**src/rtl/piso_tx_if.sv**
```systemverilog
// piso_tx load/serial bus bundle.
// master = word source + bit sink, slave = serializer.
interface piso_tx_if #(
  parameter int WIDTH = 4
);
  logic             load_valid;
  logic [WIDTH-1:0] pdata;
  logic             load_ready;
  logic             sout;
  logic             sout_valid;
  logic             sout_first;
  logic             busy;
  logic             done;

  modport master (
    output load_valid, pdata,
    input  load_ready, sout, sout_valid,
    input  sout_first, busy, done
  );

  modport slave (
    input  load_valid, pdata,
    output load_ready, sout, sout_valid,
    output sout_first, busy, done
  );
endinterface

```
**src/rtl/piso_tx.sv**
```systemverilog
// piso_tx: MSB-first parallel-in serial-out transmitter.
// Define PISO_TX_PARITY_EN to append an even-parity bit.
module piso_tx #(
  parameter int WIDTH = 4
) (
  input logic   clk,
  input logic   rst_n,
  piso_tx_if.slave bus
);
  localparam int CW = (WIDTH > 1) ? $clog2(WIDTH) : 1;
  localparam logic [CW-1:0] LAST = CW'(WIDTH - 1);

  typedef enum logic [1:0] {
    IDLE,
    SHIFT
`ifdef PISO_TX_PARITY_EN
    , PARITY
`endif
  } state_t;

  state_t           st;
  state_t           nxt;
  logic [WIDTH-1:0] sreg;
  logic [CW-1:0]    cnt;
  logic             rdy;
  logic             so;
  logic             sv;
  logic             sf;
  logic             dn;
  logic             load;
`ifdef PISO_TX_PARITY_EN
  logic             par;
`endif

  assign load = bus.load_valid & rdy;

  // state register
  always_ff @(posedge clk or negedge rst_n) begin
    if (!rst_n) st <= IDLE;
    else        st <= nxt;
  end

  // next state and outputs
  always_comb begin
    nxt = st;
    rdy = 1'b0;
    so  = 1'b0;
    sv  = 1'b0;
    sf  = 1'b0;
    dn  = 1'b0;
    unique case (st)
      IDLE: begin
        rdy = 1'b1;
        if (bus.load_valid) nxt = SHIFT;
      end
      SHIFT: begin
        sv = 1'b1;
        so = sreg[WIDTH-1];
        sf = (cnt == LAST);
        if (cnt == '0) begin
`ifdef PISO_TX_PARITY_EN
          nxt = PARITY;
`else
          dn  = 1'b1;
          rdy = 1'b1;
          nxt = bus.load_valid ? SHIFT : IDLE;
`endif
        end
      end
`ifdef PISO_TX_PARITY_EN
      PARITY: begin
        sv  = 1'b1;
        so  = par;
        dn  = 1'b1;
        rdy = 1'b1;
        nxt = bus.load_valid ? SHIFT : IDLE;
      end
`endif
      default: nxt = IDLE;
    endcase
  end

  // shift register and bit counter
  always_ff @(posedge clk or negedge rst_n) begin
    if (!rst_n) begin
      sreg <= '0;
      cnt  <= '0;
    end else if (load) begin
      sreg <= bus.pdata;
      cnt  <= LAST;
    end else if (st == SHIFT) begin
      sreg <= sreg << 1;
      if (cnt != '0) cnt <= cnt - 1'b1;
    end
  end

`ifdef PISO_TX_PARITY_EN
  // parity of the word, latched at load
  always_ff @(posedge clk or negedge rst_n) begin
    if (!rst_n)    par <= 1'b0;
    else if (load) par <= ^bus.pdata;
  end
`endif

  assign bus.load_ready = rdy;
  assign bus.sout       = so;
  assign bus.sout_valid = sv;
  assign bus.sout_first = sf;
  assign bus.busy       = (st != IDLE);
  assign bus.done       = dn;
endmodule

```
**src/flat_wrapper.sv**
```systemverilog
// flat-port wrapper written by rule: the top's interface ports become plain ports
module piso_tx_flat 
#(
  parameter int WIDTH = 4
)
  (clk, rst_n, bus_load_valid, bus_pdata, bus_load_ready, bus_sout, bus_sout_valid, bus_sout_first, bus_busy, bus_done);
  piso_tx_if #(.WIDTH(WIDTH)) bus_i ();
  input logic clk;
  input logic rst_n;
  input wire logic [$bits(bus_i.load_valid)-1:0] bus_load_valid;
  input wire logic [$bits(bus_i.pdata)-1:0] bus_pdata;
  output wire logic [$bits(bus_i.load_ready)-1:0] bus_load_ready;
  output wire logic [$bits(bus_i.sout)-1:0] bus_sout;
  output wire logic [$bits(bus_i.sout_valid)-1:0] bus_sout_valid;
  output wire logic [$bits(bus_i.sout_first)-1:0] bus_sout_first;
  output wire logic [$bits(bus_i.busy)-1:0] bus_busy;
  output wire logic [$bits(bus_i.done)-1:0] bus_done;
  assign bus_i.load_valid = bus_load_valid;
  assign bus_i.pdata = bus_pdata;
  assign bus_load_ready = bus_i.load_ready;
  assign bus_sout = bus_i.sout;
  assign bus_sout_valid = bus_i.sout_valid;
  assign bus_sout_first = bus_i.sout_first;
  assign bus_busy = bus_i.busy;
  assign bus_done = bus_i.done;
  piso_tx #(.WIDTH(WIDTH)) u_core (.clk(clk), .rst_n(rst_n), .bus(bus_i));
endmodule
```
**config.mk**
```make
export PLATFORM = sky130hd
export DESIGN_NAME = piso_tx_flat
export DESIGN_NICKNAME = d
export VERILOG_FILES = /design/src/rtl/piso_tx_if.sv /design/src/rtl/piso_tx.sv /design/src/flat_wrapper.sv
export SDC_FILE = /design/constraint.sdc
export NUM_CORES = 1
export LEC_CHECK = 0
export ABC_AREA = 1
export BUFFER_PORTS_ARGS = -buffer_cell sky130_fd_sc_hd__buf_2
export CORE_AREA = 5 5 42 44
export DETAILED_ROUTE_END_ITERATION = 7
export DIE_AREA = 0 0 47 49
export SETUP_SLACK_MARGIN = 0.4
export SYNTH_ARGS = -nofsm -noshare
export SYNTH_HDL_FRONTEND = slang
export SYNTH_SLANG_ARGS = --single-unit
```
**constraint.sdc**
```tcl
create_clock -name clk -period 1.25 [get_ports clk]
set_clock_uncertainty 0.15 [all_clocks]
set_input_delay 0.125 -clock clk [delete_from_list [all_inputs] [get_ports clk]]
set_output_delay 0.125 -clock clk [all_outputs]
set_load 0.01 [all_outputs]
```
==> Implementation_results.wiki, run 1 <==
{| class="wikitable"
! Metric !! Value
|-
| Endpoint class of the critical path || primary output
|-
| Worst slew margin relative to its limit || 87.4%
|-
| Per-instance average area after synthesis || 7.68 um^2
|-
| Sum of overflow across all layers after global routing || 0
|-
| Worst path max stage delay || 0.38 ns
|-
| Warning count from the yosys run || 0
|-
| Pins Over Slew Limit || 0
|-
| TritonCTS clock tree || yes
|-
| Crit path setup slack, layout || -0.113 ns
|-
| Yosys cell types || 13
|-
| Outcome || finished, violations left
|-
| Flops & latches, synth || 7
|-
| Largest net degree at the start of global routing || 8
|-
| Worst hold slack across all endpoints || -0.0719 ns
|-
| Antenna-violating nets left || 0
|-
| Post-Syn Area || 392 um^2
|-
| Instance area after placement || 485 um^2
|-
| Post-layout instance area || 643 um^2
|-
| Core outline area || 1400 um^2
|-
| Pre-antenna DRT Iters || 4
|-
| Slowest cell on the critical path || sky130_fd_sc_hd__dfrtp_1
|-
| Starting utilization of the core area || 27.9%
|-
| Area of the multi-input gates || 225 um^2
|-
| Maximum VDD drop || 0.933 mV
|-
| Number of violations of the max-capacitance limit || 0
|-
| CTS sink cnt || 7
|-
| Die height || 49 um
|-
| Maximum level of the CTS H-tree || 1
|-
| Die width || 47 um
|-
| Sequential area share after synthesis || 44.7%
|-
| Crit path arrival time || 1.09 ns
|-
| Die Footprint || 2300 um^2
|-
| PwrDens || 2430 nW/um^2
|-
| Period utilisation layout || 109%
|-
| Number of instances in the synthesized netlist || 51
|-
| Count of antenna diodes in the layout || 0
|-
| Combined global-route utilization of all metal layers || 7.52%
|-
| Type of element launching the critical path || flop
|-
| Number of CTS-inserted buffers || 3
|-
| Wire length of the first global-routing pass || 1270 um
|-
| Number of antenna violations at the first check in global routing || 0
|-
| DR WL/cell || 9.55 um
|-
| Detailed Route WL || 850 um
|-
| DRC violation count after routing || 0
|-
| Data required time at the worst endpoint || 0.98 ns
|-
| CTS Root Buffer Type || sky130_fd_sc_hd__clkbuf_4
|-
| Maximum net fanout on the critical path || 3
|-
| Detailed Route Iter0 Violations || 6
|-
| Critical path class || reg2out
|-
| Critical path cell sequence || inv_2 -> ha_4 -> inv_2 -> nand2_4 -> buf_6
|-
| Measured slew at the worst slew-check pin || 0.188 ns
|-
| Synth-to-Final Area Change || 64.2%
|-
| Port Buf Inserts || 12
|-
| Endpoints failing setup || 10
|-
| Number of fillers in the final layout || 150
|-
| Top-level port count || 13
|-
| Number of placement rows || 14
|-
| Setup slack of the worst register-to-register path || -0.08 ns
|-
| Depth of the worst register-to-register path || 9
|-
| Proportion of layout cells with a drive suffix above 1 || 58.9%
|-
| Static leakage power || 0.000347 uW
|-
| Violated checks || negative hold slack, negative setup slack
|-
| Hold Crit Depth || 3
|-
| Total number of vias || 382
|-
| Post-placement setup slack || 0.0250 ns
|-
| Cts-stage hold buffer count || 1
|-
| Seq. cell area || 176 um^2
|-
| Final core utilization || 45.9%
|-
| Post-DR vias/cell || 4.29
|-
| Unrepaired setup endpoints after global routing || yes
|-
| Later-pin clock latency in the skew report || 0.25 ns
|-
| Clock tree buffer depth || 2
|-
| Via count of the first global-routing pass || 333
|-
| Clk pin slew, worst setup/hold paths || 0.05 ns
|-
| Cell repeated most along the worst path || sky130_fd_sc_hd__inv_2
|-
| Number of nets in the final layout || 83
|-
| Worst Hold Class || in2reg
|-
| Half-perimeter wire length after placement || 596 um
|-
| Placer Congestion || 0.737
|-
| Synthesized Nets || 60
|-
| F_max || 734 MHz
|-
| Min cycle time layout || 1.36 ns
|-
| Hold violation count in the final report || 3
|}
-- cell usage in the layout (no fill, tap or decap) --
master and count:
sky130_fd_sc_hd__buf_6 3, sky130_fd_sc_hd__buf_4 4, sky130_fd_sc_hd__inv_1 6, sky130_fd_sc_hd__nand3_1 4, sky130_fd_sc_hd__dfrtp_1 6, sky130_fd_sc_hd__nand2_2 4
sky130_fd_sc_hd__nand3_2 2, sky130_fd_sc_hd__ha_4 1, sky130_fd_sc_hd__nand2_1 11, sky130_fd_sc_hd__nand2_8 2, sky130_fd_sc_hd__clkbuf_1 1, sky130_fd_sc_hd__buf_12 1
sky130_fd_sc_hd__nor2_1 1, sky130_fd_sc_hd__inv_2 6, sky130_fd_sc_hd__inv_4 1, sky130_fd_sc_hd__buf_2 10, sky130_fd_sc_hd__ha_2 1, sky130_fd_sc_hd__clkbuf_4 3
sky130_fd_sc_hd__o21ai_2 2, sky130_fd_sc_hd__nand2_4 1, sky130_fd_sc_hd__nor2_2 1, sky130_fd_sc_hd__dlygate4sd3_1 1, sky130_fd_sc_hd__dfrtp_2 1
-- stage by stage --
| step | setup TNS [ns] | cells | power [uW] |
|---|---|---|---|
| floorplan | 0 | 51 | 823 |
| global placement | 0 | 79 | 975 |
| detailed placement | 0 | 79 | 992 |
| CTS | -0.576 | 88 | 1420 |
| global route | -1.25 | 89 | 1690 |
| finish | -0.686 | 89 | 1560 |
-- path summary, 6_finish.rpt --
kind	end	from
hold / removal	u_core.sreg[1]$_DFFE_PN0P_	bus_pdata[1]
min in group asynchronous	u_core.sreg[2]$_DFFE_PN0P_	rst_n
setup reg to reg	u_core.sreg[2]$_DFFE_PN0P_	u_core.cnt[1]$_DFFE_PN0P_
hold reg to reg	u_core.sreg[0]$_DFFE_PN0P_	u_core.sreg[0]$_DFFE_PN0P_
max in group asynchronous	u_core.st[0]$_DFFE_PN0P_	rst_n
setup / recovery	bus_load_ready	u_core.cnt[1]$_DFFE_PN0P_
-- cells in the mapped netlist --
cell type | n | area, um^2
sky130_fd_sc_hd__inv_2 | 1 | 3.75
sky130_fd_sc_hd__o21ai_1 | 1 | 5.00
sky130_fd_sc_hd__nor2_2 | 1 | 6.26
sky130_fd_sc_hd__nand2_1 | 15 | 56.3
sky130_fd_sc_hd__buf_4 | 1 | 7.51
sky130_fd_sc_hd__nand2_4 | 2 | 22.5
sky130_fd_sc_hd__inv_1 | 12 | 45.0
sky130_fd_sc_hd__nand3_1 | 6 | 30.0
sky130_fd_sc_hd__dfrtp_1 | 7 | 175
sky130_fd_sc_hd__ha_1 | 2 | 25.0
sky130_fd_sc_hd__o21ai_0 | 1 | 5.00
sky130_fd_sc_hd__nor2_1 | 1 | 3.75
sky130_fd_sc_hd__nand2_2 | 1 | 6.26
-- area by class of cell --
| class | instances | area share, % |
|---|---|---|
| clock buffer | 4 | 4.09 |
| inverter | 13 | 7.98 |
| multi-input combinational | 30 | 35.0 |
| sequential | 7 | 27.4 |
| tap | 16 | 3.11 |
| timing repair buffer | 19 | 22.4 |
-- logic make-up after synthesis --
group | synth area share [%]
flip-flops | 44.7
buffers and inverters | 14.4
AO/OA/AOI/OAI | 2.55
AND/OR/NAND/NOR | 31.9
adder cells (fa/ha/maj) | 6.39
-- flip-flops by register name, summed over array words and instances (netlist names) --
name	flops
u_core.sreg	4
u_core.cnt	2
u_core.st	1
-- per-layer routing --
| layer | track usage [%] | part of all wire, % |
|---|---|---|
| met1 | 10.6 | 42 |
| met2 | 9.95 | 47 |
| met3 | 2.21 | 8.5 |
| met4 | 4.15 | 2.2 |
| met5 | 0 | 0 |
-- what timing repair did --
| item | 4_1_cts | 5_1_grt |
|---|---|---|
| pin swaps | 4 | 4 |
| setup endpoints to repair | 13 | 13 |
| gates resized for setup | 4 | 12 |
| hold endpoints to repair | 10 | 3 |
| buffers inserted | 4 | 1 |
-- worst max-delay path, delay by kind of cell, from the launching register on --
kind / cells / cell delay (ns)
DFF: 1 / 0.38
buffers and inverters: 3 / 0.24
and+or+nand+nor: 1 / 0.05
adders and majority gates: 1 / 0.16
-- where the power goes --
group,switching (uW),internal [uW],total (uW),leakage (uW)
combinational,480,483,963,0.000248
clock,80.7,122,202,0.0000150
sequential,75.6,322,398,0.0000844
Power figures use the tool's default switching activity.
==> run 2: changes to the inputs <==
==> constraint.sdc (replaced) <==
create_clock -name clk -period 1.25 [get_ports clk]
set_clock_uncertainty 0.15 [all_clocks]
set_input_delay 0.125 -clock clk [delete_from_list [all_inputs] [get_ports clk]]
set_output_delay 0.125 -clock clk [all_outputs]
set_load 0.02 [all_outputs]
==> run 2 against run 1 <==
Net effect: the run still ends with negative hold slack, negative setup slack left; cell count is 1.1% lower; critical path depth stayed put; maximum frequency is 2.0% lower.
==> Implementation_results.wiki, run 2 (synthesis results as in run 1) <==
{| class="wikitable"
! Metric !! Value
|-
| Hold Crit Depth || 3 (unchanged)
|-
| Maximum level of the CTS H-tree || 1 (unchanged)
|-
| Maximum VDD drop || 1.33 mV (was 0.933 mV)
|-
| Post-placement setup slack || 0.0153 ns (was 0.0250 ns)
|-
| Maximum net fanout on the critical path || 3 (unchanged)
|-
| Total power || 1650 uW (was 1560 uW)
|-
| PwrDens || 2610 nW/um^2 (was 2430 nW/um^2)
|-
| Number of placement rows || 14 (unchanged)
|-
| Via count of the first global-routing pass || 351 (was 333)
|-
| Proportion of layout cells with a drive suffix above 1 || 56.9% (was 58.9%)
|-
| Unrepaired setup endpoints after global routing || yes (unchanged)
|-
| Outcome || finished, violations left (unchanged)
|-
| Largest registers || u_core.sreg: 4 flops, u_core.cnt: 2 flops, u_core.st: 1 flops (unchanged)
|-
| F_max || 719 MHz (was 734 MHz)
|-
| Detailed Route Iter0 Violations || 6 (unchanged)
|-
| Total number of vias || 375 (was 382)
|-
| Core outline area || 1400 um^2 (unchanged)
|-
| Min cycle time layout || 1.39 ns (was 1.36 ns)
|-
| Static leakage power || 0.000349 uW (was 0.000347 uW)
|-
| Antenna-violating nets left || 0 (unchanged)
|-
| Violated checks || negative hold slack, negative setup slack (unchanged)
|-
| Die height || 49 um (unchanged)
|-
| Endpoints failing setup || 10 (unchanged)
|-
| Depth of the worst register-to-register path || 9 (unchanged)
|-
| Clock tree buffer depth || 2 (unchanged)
|-
| Later-pin clock latency in the skew report || 0.26 ns (was 0.25 ns)
|-
| Type of element launching the critical path || flop (unchanged)
|-
| Most used cells in the layout excluding fill and tap cells || sky130_fd_sc_hd__nand2_1, sky130_fd_sc_hd__buf_2 (was sky130_fd_sc_hd__nand2_1, sky130_fd_sc_hd__buf_2, sky130_fd_sc_hd__inv_2, sky130_fd_sc_hd__inv_1, sky130_fd_sc_hd__dfrtp_1)
|-
| Measured slew at the worst slew-check pin || 0.177 ns (was 0.188 ns)
|-
| Port Buf Inserts || 12 (unchanged)
|-
| DRC violation count after routing || 0 (unchanged)
|-
| Total Negative Setup Slacks || -0.846 ns (was -0.686 ns)
|-
| Area of the multi-input gates || 220 um^2 (was 225 um^2)
|-
| TritonCTS clock tree || yes (unchanged)
|-
| CTS sink cnt || 7 (unchanged)
|-
| Hold violation count in the final report || 3 (unchanged)
|-
| Cts-stage hold buffer count || 1 (unchanged)
|-
| Largest Register || u_core.sreg (unchanged)
|-
| Sum of overflow across all layers after global routing || 0 (unchanged)
|-
| Number of antenna violations at the first check in global routing || 0 (unchanged)
|-
| Worst Hold Class || in2reg (unchanged)
|-
| CTS Root Buffer Type || sky130_fd_sc_hd__clkbuf_4 (unchanged)
|-
| Seq. cell area || 176 um^2 (unchanged)
|-
| Worst slew margin relative to its limit || 88.2% (was 87.4%)
|-
| Pins Over Slew Limit || 0 (unchanged)
|-
| Die Footprint || 2300 um^2 (unchanged)
|-
| Wire length of the first global-routing pass || 1480 um (was 1270 um)
|-
| Crit path arrival time || 1.12 ns (was 1.09 ns)
|-
| Half-perimeter wire length after placement || 612 um (was 596 um)
|-
| Post-DR vias/cell || 4.26 (was 4.29)
|-
| Placer Congestion || 0.775 (was 0.737)
|-
| Largest net degree at the start of global routing || 9 (was 8)
|-
| Endpoint class of the critical path || primary output (unchanged)
|-
| Crit path setup slack, layout || -0.141 ns (was -0.113 ns)
|-
| Critical path class || reg2out (unchanged)
|-
| Number of violations of the max-capacitance limit || 0 (unchanged)
|-
| Number of CTS-inserted buffers || 3 (unchanged)
|-
| Pre-antenna DRT Iters || 2 (was 4)
|-
| Die width || 47 um (unchanged)
|-
| Number of fillers in the final layout || 150 (unchanged)
|-
| Detailed Route WL || 971 um (was 850 um)
|-
| DR WL/cell || 11.0 um (was 9.55 um)
|-
| Starting utilization of the core area || 27.9% (unchanged)
|-
| Synth-to-Final Area Change || 61.3% (was 64.2%)
|-
| Most frequent standard cell in the layout excluding fill and tap cells || sky130_fd_sc_hd__nand2_1 (unchanged)
|-
| Number of flip-flops under the largest register name || 4 (unchanged)
|-
| Combined global-route utilization of all metal layers || 9.36% (was 7.52%)
|-
| Number of nets in the final layout || 82 (was 83)
|-
| Data required time at the worst endpoint || 0.98 ns (about the same)
|-
| Top-level port count || 13 (unchanged)
|-
| Period utilisation layout || 111% (was 109%)
|-
| Count of antenna diodes in the layout || 0 (unchanged)
|-
| Clk pin slew, worst setup/hold paths || 0.06 ns (was 0.05 ns)
|-
| Worst hold slack across all endpoints || -0.0897 ns (was -0.0719 ns)
|}
-- run 2: power breakdown --
group	total, uW	switching, uW	internal, uW
logic	1020	543	478
registers	404	82.0	322
clock network	223	100	123
total	1650	726	923
-- run 2: routing by layer --
| layer | wire (um) | global-route usage, % |
|---|---|---|
| met3 | 53 | 2.21 |
| met4 | 27 | 6.91 |
| met2 | 536 | 14.9 |
| met5 | 0 | 0 |
| met1 | 353 | 10.1 |
-- run 2: final timing paths --
kind | end | startpoint | slack, ns
setup / recovery | bus_load_ready | u_core.cnt[1]$_DFFE_PN0P_ | -0.14
hold / removal | u_core.sreg[3]$_DFFE_PN0P_ | bus_pdata[3] | -0.09
setup reg to reg | u_core.sreg[1]$_DFFE_PN0P_ | u_core.cnt[1]$_DFFE_PN0P_ | -0.11
hold reg to reg | u_core.sreg[0]$_DFFE_PN0P_ | u_core.sreg[0]$_DFFE_PN0P_ | 0.33
max in group asynchronous | u_core.st[0]$_DFFE_PN0P_ | rst_n | 0.71
min in group asynchronous | u_core.cnt[1]$_DFFE_PN0P_ | rst_n | 0.07
-- run 2: layout make-up --
class,count,share of cell area (%)
repair buffers,18,21.8
inverters,13,8.12
clock buffers,4,4.16
well taps,16,3.17
multi-input cells,30,34.9
flip-flops and latches,7,27.9
-- run 2: stage by stage --
stage / utilization (%) / area, um^2 / cells
floorplan: - / 405 / 51
global placement: 34.6 / 485 / 79
detailed placement: 34.6 / 485 / 79
CTS: 41.0 / 574 / 87
global route: 45.1 / 632 / 88
finish: 45.1 / 632 / 88
-- run 2: worst max-delay path, stage by stage, from the launching register on --
cell                      delay (ns)
sky130_fd_sc_hd__dfrtp_1        0.38
sky130_fd_sc_hd__inv_2          0.06
sky130_fd_sc_hd__ha_4           0.16
sky130_fd_sc_hd__inv_2          0.06
sky130_fd_sc_hd__nand2_4        0.06
sky130_fd_sc_hd__buf_6          0.13
-- run 2: timing repair --
| item | 4_1_cts | 5_1_grt |
|---|---|---|
| setup endpoints to repair | 13 | 13 |
| resized for setup | 5 | 13 |
| endpoints found under the hold margin | 10 | 3 |
| setup buffers | 3 | 1 |
| pin swaps | 5 | 4 |
